**config.mk**
```make
export PLATFORM = sky130hd
export DESIGN_NAME = draw_card
export DESIGN_NICKNAME = d
export VERILOG_FILES = /design/src/rtl/vga_pkg.sv /design/src/rtl/delay.sv /design/src/rtl/draw_card.sv
export SDC_FILE = /design/constraint.sdc
export NUM_CORES = 1
export LEC_CHECK = 0
export CAP_MARGIN = 40
export CORE_ASPECT_RATIO = 0.8
export CORE_MARGIN = 1.5
export CORE_UTILIZATION = 40
export CTS_CLUSTER_DIAMETER = 80
export DETAILED_ROUTE_END_ITERATION = 8
export PLACE_DENSITY = 0.69
export SETUP_SLACK_MARGIN = 0.15
export SLEW_MARGIN = 40
export SYNTH_ARGS = -nofsm -noshare
export SYNTH_HDL_FRONTEND = slang
export SYNTH_SLANG_ARGS = --single-unit
```
**constraint.sdc**
```tcl
create_clock -name clk -period 3.03 [get_ports clk]
set_input_delay 0.7575 -clock clk [delete_from_list [all_inputs] [get_ports clk]]
set_output_delay 0.7575 -clock clk [all_outputs]
set_load 0.05 [all_outputs]
```
**src/rtl/vga_pkg.sv**
```systemverilog
// Shared VGA pipeline constants and types: card bitmap geometry, transparent key colour
// and the packed timing bundle carried alongside each pixel.
package vga_pkg;

    localparam int HCOUNT_W = 11;
    localparam int VCOUNT_W = 11;
    localparam int RGB_W    = 12;

    localparam int CARD_WIDTH  = 48;
    localparam int CARD_HEIGHT = 64;
    localparam int CARD_COL_W  = 6;
    localparam int CARD_ROW_W  = 6;

    localparam logic [RGB_W-1:0] TRANSPARENT_RGB = 12'hF0F;

    typedef struct packed {
        logic [HCOUNT_W-1:0] hcount;
        logic [VCOUNT_W-1:0] vcount;
        logic                hsync;
        logic                vsync;
        logic                hblnk;
        logic                vblnk;
    } vga_timing_t;

    localparam int TIMING_W = $bits(vga_timing_t);

    // The card ROM is laid out row-major with a 64-entry row pitch.
    function automatic logic [CARD_ROW_W+CARD_COL_W-1:0] card_rom_addr(
        input logic [CARD_ROW_W-1:0] row,
        input logic [CARD_COL_W-1:0] col
    );
        return {row, col};
    endfunction

endpackage

```
**src/rtl/delay.sv**
```systemverilog
// Fixed-length shift register with synchronous reset, used to keep the VGA timing
// bundle aligned with pixel data through a pipeline of CLK_DEL stages.
module delay #(
    parameter int WIDTH   = 8,
    parameter int CLK_DEL = 2
) (
    input  logic             clk,
    input  logic             rst,
    input  logic [WIDTH-1:0] d,
    output logic [WIDTH-1:0] q
);

    logic [WIDTH-1:0] stages [CLK_DEL];

    // NOTE: every stage is reset, not just the last one: each is live pipeline state
    // whose stale contents would otherwise surface on q during the refill after reset.
    always_ff @(posedge clk) begin
        if (rst) begin
            for (int i = 0; i < CLK_DEL; i++) begin
                stages[i] <= '0;
            end
        end else begin
            stages[0] <= d;
            for (int i = 1; i < CLK_DEL; i++) begin
                stages[i] <= stages[i-1];
            end
        end
    end

    assign q = stages[CLK_DEL-1];

endmodule

```
**src/rtl/draw_card.sv**
```systemverilog
// Overlays a 48x64 card bitmap from a synchronous ROM onto the VGA stream at a position
// latched once per frame. Optional macro DRAW_CARD_TRANSPARENT_EN keys out 12'hF0F pixels.
module draw_card
    import vga_pkg::*;
#(
    parameter int XPOS_W = 12,
    parameter int DLY    = 2
) (
    input  logic                clk,
    input  logic                rst,
    input  logic [HCOUNT_W-1:0] hcount_in,
    input  logic [VCOUNT_W-1:0] vcount_in,
    input  logic                hsync_in,
    input  logic                vsync_in,
    input  logic                hblnk_in,
    input  logic                vblnk_in,
    input  logic [RGB_W-1:0]    rgb_in,
    input  logic [XPOS_W-1:0]   xpos,
    input  logic [XPOS_W-1:0]   ypos,
    input  logic                card_en,
    output logic [11:0]         rom_addr,
    input  logic [RGB_W-1:0]    rom_rgb,
    output logic [HCOUNT_W-1:0] hcount_out,
    output logic [VCOUNT_W-1:0] vcount_out,
    output logic                hsync_out,
    output logic                vsync_out,
    output logic                hblnk_out,
    output logic                vblnk_out,
    output logic [RGB_W-1:0]    rgb_out
);

    // One extra bit so a card hanging past the right/bottom edge compares without wrapping.
    localparam int EXT_W = XPOS_W + 1;

    logic [XPOS_W-1:0] xpos_l;
    logic [XPOS_W-1:0] ypos_l;
    logic              card_en_l;
    logic              vblnk_prev;

    logic [EXT_W-1:0]  h_ext;
    logic [EXT_W-1:0]  v_ext;
    logic [EXT_W-1:0]  rel_x;
    logic [EXT_W-1:0]  rel_y;
    logic              in_card;

    logic              in_card_d;
    logic [RGB_W-1:0]  rgb_d;
    logic              show_rom;

    vga_timing_t       timing_in;
    vga_timing_t       timing_out;

    // NOTE: registers use non-blocking assignments so every flop samples its inputs
    // from the same pre-edge state regardless of statement order.
    always_ff @(posedge clk) begin
        if (rst) begin
            xpos_l     <= '0;
            ypos_l     <= '0;
            card_en_l  <= 1'b0;
            vblnk_prev <= 1'b0;
        end else begin
            vblnk_prev <= vblnk_in;
            if (vblnk_in && !vblnk_prev) begin
                xpos_l    <= xpos;
                ypos_l    <= ypos;
                card_en_l <= card_en;
            end
        end
    end

    // NOTE: every signal driven here gets a default first so no path can infer a latch.
    always_comb begin
        h_ext   = EXT_W'(hcount_in);
        v_ext   = EXT_W'(vcount_in);
        rel_x   = h_ext - EXT_W'(xpos_l);
        rel_y   = v_ext - EXT_W'(ypos_l);
        in_card = 1'b0;
        if (card_en_l && !hblnk_in && !vblnk_in
            && (h_ext >= EXT_W'(xpos_l)) && (rel_x < EXT_W'(CARD_WIDTH))
            && (v_ext >= EXT_W'(ypos_l)) && (rel_y < EXT_W'(CARD_HEIGHT))) begin
            in_card = 1'b1;
        end
    end

    // Stage 1: address the ROM and carry the flag and background alongside it.
    always_ff @(posedge clk) begin
        if (rst) begin
            rom_addr  <= '0;
            in_card_d <= 1'b0;
            rgb_d     <= '0;
        end else begin
            rom_addr  <= in_card ? card_rom_addr(rel_y[CARD_ROW_W-1:0], rel_x[CARD_COL_W-1:0])
                                 : '0;
            in_card_d <= in_card;
            rgb_d     <= rgb_in;
        end
    end

`ifdef DRAW_CARD_TRANSPARENT_EN
    assign show_rom = in_card_d && (rom_rgb != TRANSPARENT_RGB);
`else
    assign show_rom = in_card_d;
`endif

    // Stage 2: ROM data is valid now; choose between card and background.
    always_ff @(posedge clk) begin
        if (rst) begin
            rgb_out <= '0;
        end else begin
            rgb_out <= show_rom ? rom_rgb : rgb_d;
        end
    end

    assign timing_in = '{
        hcount: hcount_in,
        vcount: vcount_in,
        hsync:  hsync_in,
        vsync:  vsync_in,
        hblnk:  hblnk_in,
        vblnk:  vblnk_in
    };

    delay #(
        .WIDTH   (TIMING_W),
        .CLK_DEL (DLY)
    ) u_timing_dly (
        .clk (clk),
        .rst (rst),
        .d   (timing_in),
        .q   (timing_out)
    );

    assign hcount_out = timing_out.hcount;
    assign vcount_out = timing_out.vcount;
    assign hsync_out  = timing_out.hsync;
    assign vsync_out  = timing_out.vsync;
    assign hblnk_out  = timing_out.hblnk;
    assign vblnk_out  = timing_out.vblnk;

endmodule

```
=== Word level (Yosys, flattened, before mapping) ===
Memory sizes are Yosys's and may differ from the RTL's.
Index checks and enable logic that the tools add are counted.

* Memories: 1
* Memory bits (writable): 52
* Input port bits: 77
* Latch bits: 0
* Word-level logic and storage cells: 36
* Register bits: 63
* ROM bits: 0

* Equality and inequality tests: 0
* $mul: 0
* Divide/modulo/power cells: 0
* Mux-type cells: 7
* $lt $le $gt $ge: 4
* Shift-type cells: 0
* Bitwise gates (word level): 3
* Reduce and logical (&&, ||, !) cells: 11
* $add $sub $neg: 2

{| class="wikitable"
|+ Memories
! name !! depth !! width !! read ports !! clocked after Yosys merged registers in !! write ports !! line !! source
|-
| u_timing_dly.stages || 2 || 26 || 2 || 0 || 2 || delay.sv:13 || <nowiki>logic [WIDTH-1:0] stages [CLK_DEL];</nowiki>
|}

{| class="wikitable"
|+ Operator list
! operator !! count
|-
| $mux 26 || 2
|-
| $sub 11x12->13 || 2
|-
| $ge 11x12->1 || 2
|-
| $lt 13x6->1 const B || 1
|-
| $lt 13x7->1 const B || 1
|-
| $mux 12 || 1
|-
| $logic_and 1x1->1 || 7
|-
| $mux 1 || 4
|-
| $logic_not 1->1 || 3
|-
| $or 1x1->1 || 2
|-
| $reduce_or 2->1 || 1
|-
| $not 1->1 || 1
|}

=== Depth between registers and ports, before layout ===
Gate-level depths: netlist (run 1).

* Word-level depth: 10
* Depth in mapped cells: 12
* Mapped depth without buffers: 11

=== Modules after synthesis ===
From an unflattened synthesis (run 1), not the netlist that was laid out.

* Cells, all modules: 504
* Area, all modules: 4,833.4 µm²

{| class="wikitable"
|+ Modules (own cells, without submodules)
! module !! cells each !! times used !! area each (µm²)
|-
| draw_card || 369 || 1 || 3,246.9
|-
| delay || 135 || 1 || 1,586.5
|}

=== Worst setup path after synthesis (run 1) ===
Ideal clock, no wire load.

* Path type: input to register
* From: in hcount_in[0]
* To: reg rom_addr[3]
* Slack: -108 ps
* Stages: 12
* Data arrival time: 3,049 ps
* Data required time: 2,941 ps
* Buffers on the path: 1
* Cells stage by stage: inv_1 -> ha_1 -> inv_1 -> fa_1 -> a21o_1 -> a21oi_2 -> xor2_1 -> or2_2 -> a21oi_1 -> or4_4 -> buf_6 -> nor4_2

* Cells in the longest elaborated chain, start to end: 8

{| class="wikitable"
|+ RTL lines
! item !! line !! source
|-
| from (decl) || draw_card.sv:11 || <nowiki>input logic [HCOUNT_W-1:0] hcount_in,</nowiki>
|-
| $sub 11x12->13 or $ge 11x12->1 (tied branches) || draw_card.sv:75, draw_card.sv:79 ||
|-
| $lt 13x6->1 or $logic_and 1x1->1 (tied branches) || draw_card.sv:79 || <nowiki>&& (h_ext >= EXT_W'(xpos_l)) && (rel_x < EXT_W'(CARD_WIDTH))</nowiki>
|-
| $logic_and 1x1->1 || draw_card.sv:79 ||
|-
| $logic_and 1x1->1 (2 in a row) || draw_card.sv:80 || <nowiki>&& (v_ext >= EXT_W'(ypos_l)) && (rel_y < EXT_W'(CARD_HEIGHT))) begin</nowiki>
|-
| $mux 1 || draw_card.sv:78 || <nowiki>if (card_en_l && !hblnk_in && !vblnk_in</nowiki>
|-
| $not 1->1 (no source line) || n/a ||
|-
| $reduce_or 2->1 (no source line) || n/a ||
|-
| to (signal assigned) || draw_card.sv:92 || <nowiki>rom_addr <= in_card ? card_rom_addr(rel_y[CARD_ROW_W-1:0], rel_x[CARD_COL_W-1:0])</nowiki>
|-
| to (decl) || draw_card.sv:21 || <nowiki>output logic [11:0] rom_addr,</nowiki>
|}

Parallel ways exist; a longest one is shown, timed or not.
A chain may end at the register's enable or synchronous reset.

=== Worst setup path after layout (run 1) ===
* From: in hcount_in[1]
* To: reg rom_addr[10]

* Cells in the longest elaborated chain, start to end: 8

{| class="wikitable"
|+ RTL lines
! item !! line
|-
| $sub 11x12->13 or $ge 11x12->1 (tied branches) || draw_card.sv:75, draw_card.sv:79
|-
| $lt 13x6->1 or $logic_and 1x1->1 (tied branches) || draw_card.sv:79
|-
| $logic_and 1x1->1 (*) || draw_card.sv:79
|-
| $logic_and 1x1->1 (*) (2 in a row) || draw_card.sv:80
|-
| $mux 1 (*) || draw_card.sv:78
|-
| $not 1->1 (no source line) (*) || n/a
|-
| $reduce_or 2->1 (no source line) (*) || n/a
|}

Mark *: on every way between the ends. The rest lies on a longest branch, timed or not.

==> results of run 1 <==
## layer usage
| metal | vias to the layer above | track usage, % | share of wire (%) | wire [µm] |
|---|---|---|---|---|
| li1 | 1947 | - | - | - |
| met1 | 1795 | 21.78 | 46 | 5089 |
| met2 | 87 | 29.59 | 49 | 5435 |
| met3 | 19 | 5.064 | 4.2 | 468 |
| met4 | 0 | 7.427 | 1.5 | 163 |
| met5 | - | 0 | 0 | 0 |
## cells by family after synthesis
family | Yosys count | synth area share, %
flops | 114 | 48.50
simple gates | 186 | 21.59
mux | 15 | 3.217
xor+xnor | 10 | 1.861
buf+inv | 76 | 8.136
fa+ha+maj | 24 | 6.700
compound gates | 74 | 9.998
## report_power, final
group	leakage (nW)	internal [mW]	switching (mW)
Clock	0.271	1.20	0.702
Combinational	1.63	0.370	0.365
Sequential	0.939	1.57	0.0214
Total	2.84	3.14	1.09
## cell usage after synthesis (2+ instances only)
library cell and count:
clkbuf_1 18, o41ai_1 2, xnor2_1 7, dfxtp_1 114
fa_1 2, inv_1 29, buf_4 23, nor4b_1 2
nand4_1 3, nand2b_1 6, ha_1 22, nor4_2 9
nand2_1 63, a21oi_1 37, nor4_1 4, o21ai_0 10
xor2_1 3, buf_1 2, nor2b_1 65, nor3_1 5
nor2_1 21, buf_2 3, mux2i_1 14, a21o_1 3
a31oi_1 4, o21a_1 2
## worst max-delay path, cell delays in order
cell and delay (ns):
dlygate4sd2_1 0.28, fa_2 0.40, a21o_1 0.20, a21oi_2 0.18, xor2_1 0.20, or2_4 0.17
a21oi_4 0.06, or4_4 0.61, nor4b_4 0.32
## flip-flops by register name (all words and copies together) (netlist names)
name and flops:
u_timing_dly.stages 52, rgb_d 12, rgb_out 12, rom_addr 12, xpos_l 12, ypos_l 12
card_en_l 1, in_card_d 1
## final timing paths
kind / start / endpoint / slack, ns / depth (start not counted)
min reg2reg: u_timing_dly.stages[0][14]$_SDFF_PP0_ / u_timing_dly.stages[0][40]$_SDFF_PP0_ / 0.43 / 1
max: hcount_in[1] / rom_addr[10]$_SDFF_PP0_ / 0.16 / 9
min: u_timing_dly.stages[0][14]$_SDFF_PP0_ / u_timing_dly.stages[0][40]$_SDFF_PP0_ / 0.43 / 1
max reg2reg: xpos_l[0]$_SDFFE_PP0P_ / rom_addr[10]$_SDFF_PP0_ / 0.25 / 10
## per-stage QoR
step,util [%],setup TNS [ns],cell area (µm²)
after floorplan,-,0,4748
after global placement,55.21,-7.573,6335
after detailed placement,55.25,-8.476,6339
after CTS,61.20,0,7022
after global routing,62.40,0,7159
final,62.40,0,7159
## layout by cell type (no fill, tap or decap), drive strengths merged, types with 2 or more instances in the layout
master | Yosys | final
a21o | 4 | 4
a21oi | 38 | 38
a31oi | 4 | 4
buf | 29 | 64
bufinv | 0 | 2
clkbuf | 18 | 18
clkdlybuf4s50 | 0 | 116
clkinv | 0 | 8
clkinvlp | 0 | 4
dfxtp | 114 | 114
dlygate4sd2 | 0 | 3
dlymetal6s2s | 0 | 4
fa | 2 | 2
ha | 22 | 22
inv | 29 | 29
mux2i | 14 | 14
nand2 | 63 | 63
nand2b | 6 | 6
nand4 | 3 | 3
nor2 | 21 | 21
nor2b | 65 | 65
nor3 | 5 | 5
nor4 | 13 | 13
nor4b | 2 | 2
o2111ai | 2 | 2
o21a | 3 | 3
o21ai | 12 | 12
o41ai | 2 | 2
or4 | 1 | 2
xnor2 | 7 | 7
xor2 | 3 | 3
## area by class of cell
| type | instances | area (µm²) |
|---|---|---|
| clock buffers | 18 | 429.2 |
| fillers | 944 | 4314 |
| inverters | 29 | 123.9 |
| multi-input cells | 310 | 2257 |
| repair buffers | 187 | 1740 |
| flip-flops and latches | 114 | 2282 |
| clock inverters | 14 | 141.4 |
| well taps | 148 | 185.2 |
## timing repair
action | in CTS | in global routing
hold buffers | 0 | 0
pin swaps | 15 | 13
endpoints found under the setup margin | 13 | 13
gates cloned | 1 | 0
setup buffers | 4 | 3
hold endpoints to repair | 0 | 0
gates resized for setup | 26 | 20
==> qor.csv, run 1 <==
metric,value,unit
status,"finished, final reports clean",
grt_overflow,0,
yosys.area.top_type,dfxtp_1,
via_density_per_instance,4.693,
routedWlPerCell,13.61,µm
flow.area_growth_from_synthesis,52.14,%
numPlacedInstances,780,
via_count_of_the_first_global_routing_pass,3776,
grt_first_pass_wirelength,17.54,mm
critPathCaptureType,flop,
remaining_number_of_nets_flagged_by_the_antenna_check_after_routing,0,
async_flop_share,0,%
hpwlAfterDp,7.774,mm
synth_top_flop_cell,dfxtp_1,
route.vias.total,3848,
antenna_cells,0,
leakage,2.843,nW
hp-class,flop to flop,
finalHoldWorstSlack,0.4267,ns
drive_above_1_share,20.98,%
critical_path_peak_fanout,6,
die-area,12430,µm²
drcViolationCount,0,
final.setup_skew,0.005296,ns
worst_skew_pair.late_latency,0.41,ns
synth.net_count,600,
start_kind,input pin,
syn_area_per_cell,9.430,µm²
postSynthRegisterBits,114,
setup_violations,0,
layout_worst_path_cycle_share,94.78,%
synthesis.yosys.warnings,0,
chipWidth,124.3,µm
postRouteWirelength,11.16,mm
clkTransAtPathRegs,0.06,ns
pwr_density_cell,590.2,nW/µm²
die_h,100.0,µm
pre_cts_slack,-0.7496,ns
ioPinCount,127,
antenna_found_initial,0,
syn_area,4706,µm²
finalWeightedCongestion,0.8513,
finalNetCount,760,
worst_slew_pin_slew,0.7277,ns
synth.top_cells.by_area,"dfxtp_1 48%, nor2b_1 8.6%, ha_1 5.8%, nand2_1 5.0%, a21oi_1 3.9%",
cts_tree,done,
groute.usage.overall,17.76,%
worst_slack,0.1581,ns
power_total,4.225,mW
yosysSeqAreaShare,48.50,%
timing.final.hold_violations,0,
max_cap_viol_count,0,
portBuffers,126,
vdd.ir_drop.worst,0.4540,mV
final.min_clock_period,2.872,ns
clockRootBuffer,clkbuf_16,
cp_data_arrival_time,3.19,ns
floorplan.core_area,11470,µm²
critPathRequiredTime,3.34,ns
cts_buffer_depth,2,
ys_types,52,
cts.htree.levels,4,
timing.max_slew.rel_slack,51.42,%
fmax,348.2,MHz
rsz_0062_raised_after_global_routing,no,
final_cell_count_no_fill,820,
tritoncts.num_buffers,17,
grt_start_max_net_pins,102,
worstSetupPathType,input pin to flop,
placementRows,35,
initial_util,41.01,%
yosys.area.top_type_share,48.50,%
drtIter0Drc,170,
finalMaxSlewViolations,0,
syn_inst,499,
tritoncts_num_sinks,114,
synth-edff-count,0,
drt_pass1_iterations,4,
Power figures use the tool's default switching activity.
==> inputs of run 2 (changes only) <==
--- a/config.mk
+++ b/config.mk
@@ -11,9 +11,10 @@
 export CORE_UTILIZATION = 40
 export CTS_CLUSTER_DIAMETER = 80
 export DETAILED_ROUTE_END_ITERATION = 8
-export PLACE_DENSITY = 0.69
+export PLACE_DENSITY = 0.68
 export SETUP_SLACK_MARGIN = 0.15
 export SLEW_MARGIN = 40
 export SYNTH_ARGS = -nofsm -noshare
 export SYNTH_HDL_FRONTEND = slang
+export SYNTH_HIERARCHICAL = 1
 export SYNTH_SLANG_ARGS = --single-unit
==> qor.csv, run 2 <==
metric,value,unit
status,"complete, but fails checks",
violated_checks,design-rule violations,
finalHoldWorstSlack,0.4335,ns
largest-register,u_timing_dly/stages,
crit_path_cell_trace,buf_12 > inv_12 > ha_4 > fa_2 > nand2b_4 > a211oi_4 > nor3_2 > a221o_1 > a2111oi_4 > buf_4 > buf_6 > buf_6 > nand4b_1 > nor4_1,
worstSetupPathType,input pin to flop,
postRouteWirelength,12.33,mm
yosysSeqAreaShare,47.63,%
portBuffers,126,
ys_types,48,
clkTransAtPathRegs,0.06,ns
hp-class,flop to flop,
path_delay_family,compound AO/OA/AOI/OAI gates,
final.min_clock_period,2.997,ns
layout_worst_path_cycle_share,98.91,%
power_total,4.726,mW
finalWeightedCongestion,0.8544,
cts_buffer_depth,2,
pre_cts_slack,-0.6769,ns
globalRouteMet3Util,5.283,%
vdd.ir_drop.worst,0.3756,mV
drt_pass1_iterations,9,
finalNetCount,762,
detailed_place.area,6377,µm²
grt-busiest-layer,met2,
antenna_cells,0,
setup_violations,0,
max_cap_viol_count,0,
async_flop_share,0,%
route.vias.total,3900,
syn_inst,504,
numPlacedInstances,776,
path_common_cell,buf_6,
r2r_slack,0.14,ns
syn_area,4833,µm²
synth.net_count,605,
ioPinCount,127,
flow.area_growth_from_synthesis,54.52,%
floorplan.core_area,11650,µm²
grt_overflow,0,
syn_area_per_cell,9.590,µm²
placementRows,35,
routedWlPerCell,15.00,µm
setup_tns_after_final_layout,0,ns
antenna_found_initial,0,
finalMaxSlewViolations,0,
final_core_util,64.11,%
timing.final.hold_violations,0,
worst_slew_pin_slew,0.7859,ns
final_area,7468,µm²
fillerInstances,902,
rsz_0062_raised_after_global_routing,yes,
die_h,101.3,µm
largest_register_ffs,52,
groute.layer.met1.usage,23.79,%
critical_path_peak_fanout,3,
synthesis.yosys.warnings,6,
cts_tree,done,
hold_buf_count_cts,0,
groute.usage.overall,19.21,%
chipWidth,125.9,µm
reg2reg_depth,12,
yosys-top-cells-count,"115 x dfxtp_1, 66 x nor2b_1, 54 x nand2_1",
cts.htree.levels,4,
crit_path_max_incr_delay,0.35,ns
crit-reg2reg-launch,xpos_l[0]$_SDFFE_PP0P_,
start_kind,input pin,
remaining_number_of_nets_flagged_by_the_antenna_check_after_routing,0,
initial_util,41.49,%
critPathCaptureType,flop,
yosys.area.top_type,dfxtp_1,
synthMostInstantiatedCell,dfxtp_1,
cp_data_arrival_time,3.30,ns
timing.critical_path.from,vcount_in[0],
final_cell_count_no_fill,822,
via_count_of_the_first_global_routing_pass,3878,
synth_top_flop_cell,dfxtp_1,
synth-edff-count,0,
worst_skew_pair.late_latency,0.41,ns
tritoncts.num_buffers,17,
met2_usage,31.83,%
drtIter0Drc,228,
tritoncts_num_sinks,115,
leakage,2.954,nW
yosys.area.top_type_share,47.63,%
worst_slack,0.03301,ns
via_density_per_instance,4.745,
critical_path.n_buffers_inverters,5,
drive_above_1_share,22.70,%
critical_path.endpoint,rom_addr[6]$_SDFF_PP0_,
critPathRequiredTime,3.34,ns
postSynthRegisterBits,115,
mostFrequentLayoutCell,dfxtp_1,
reg2reg_to,rom_addr[6]$_SDFF_PP0_,
clockRootBuffer,clkbuf_16,
synth.top_cells.by_area,"dfxtp_1 48%, nor2b_1 8.5%, ha_1 5.7%, buf_4 4.3%, nand2_1 4.2%",
drcViolationCount,8,
grt_start_max_net_pins,103,
final.setup_skew,0.006172,ns
final_cell_mix,"115 x dfxtp_1, 106 x clkdlybuf4s50_1, 66 x nor2b_1, 58 x buf_4, 54 x nand2_1",
grt_first_pass_wirelength,18.93,mm
fmax,333.7,MHz
hpwlAfterDp,8.217,mm
die-area,12760,µm²
worst-path-stages,14,
timing.max_slew.rel_slack,47.54,%
pwr_density_cell,632.9,nW/µm²
crit_slowest_cell,a221o_1,
run 2: worst min-delay path by stage:
stage / startpoint / end / cells after the start
2_1_floorplan: u_timing_dly/stages[0][0]$_SDFF_PP0_ / u_timing_dly/stages[0][26]$_SDFF_PP0_ / 1
3_3_place_gp: u_timing_dly/stages[0][21]$_SDFF_PP0_ / u_timing_dly/stages[0][47]$_SDFF_PP0_ / 1
3_5_place_dp: u_timing_dly/stages[0][1]$_SDFF_PP0_ / u_timing_dly/stages[0][27]$_SDFF_PP0_ / 1
4_1_cts: u_timing_dly/stages[0][1]$_SDFF_PP0_ / u_timing_dly/stages[0][27]$_SDFF_PP0_ / 1
5_1_grt: u_timing_dly/stages[0][3]$_SDFF_PP0_ / u_timing_dly/stages[0][29]$_SDFF_PP0_ / 1
6_report: u_timing_dly/stages[0][1]$_SDFF_PP0_ / u_timing_dly/stages[0][27]$_SDFF_PP0_ / 1
run 2: metal layers:
metal  wire, µm  part of all wire [%]
met5          0                     0
met1       5572                    45
met2       5969                    48
met3        631                   5.1
met4        157                   1.3
run 2: cell type report:
class	instances	area, µm²	area share, %
well taps	148	185.2	2.479
clock buffers	20	456.7	6.115
inverters	27	113.9	1.525
flip-flops and latches	115	2302	30.83
clock inverters	12	226.5	3.032
multi-input cells	312	2416	32.35
repair buffers	188	1768	23.67
run 2: cells by family after synthesis:
| kind of cell | Yosys count | share of synthesized area, % |
|---|---|---|
| adders and majority gates | 24 | 6.523 |
| DFF | 115 | 47.63 |
| xor gates and xnor gates | 11 | 1.993 |
| AOI/OAI and AO/OA | 71 | 9.734 |
| muxes | 13 | 2.692 |
| and+or+nand+nor | 193 | 22.57 |
| buffers and inverters | 77 | 8.853 |
run 2: power breakdown:
part / switching (mW) / internal (mW) / total, mW / leakage (nW)
Sequential: 0.0228 / 1.58 / 1.60 / 0.947
Combinational: 0.427 / 0.397 / 0.825 / 1.68
Clock: 0.710 / 1.59 / 2.30 / 0.327
Total: 1.16 / 3.57 / 4.73 / 2.95
run 2: repair_timing:
action | CTS | global route
cloned | 0 | 1
buffers inserted | 6 | 7
endpoints found under the setup margin | 13 | 13
pin swaps | 16 | 19
gates resized for setup | 40 | 41
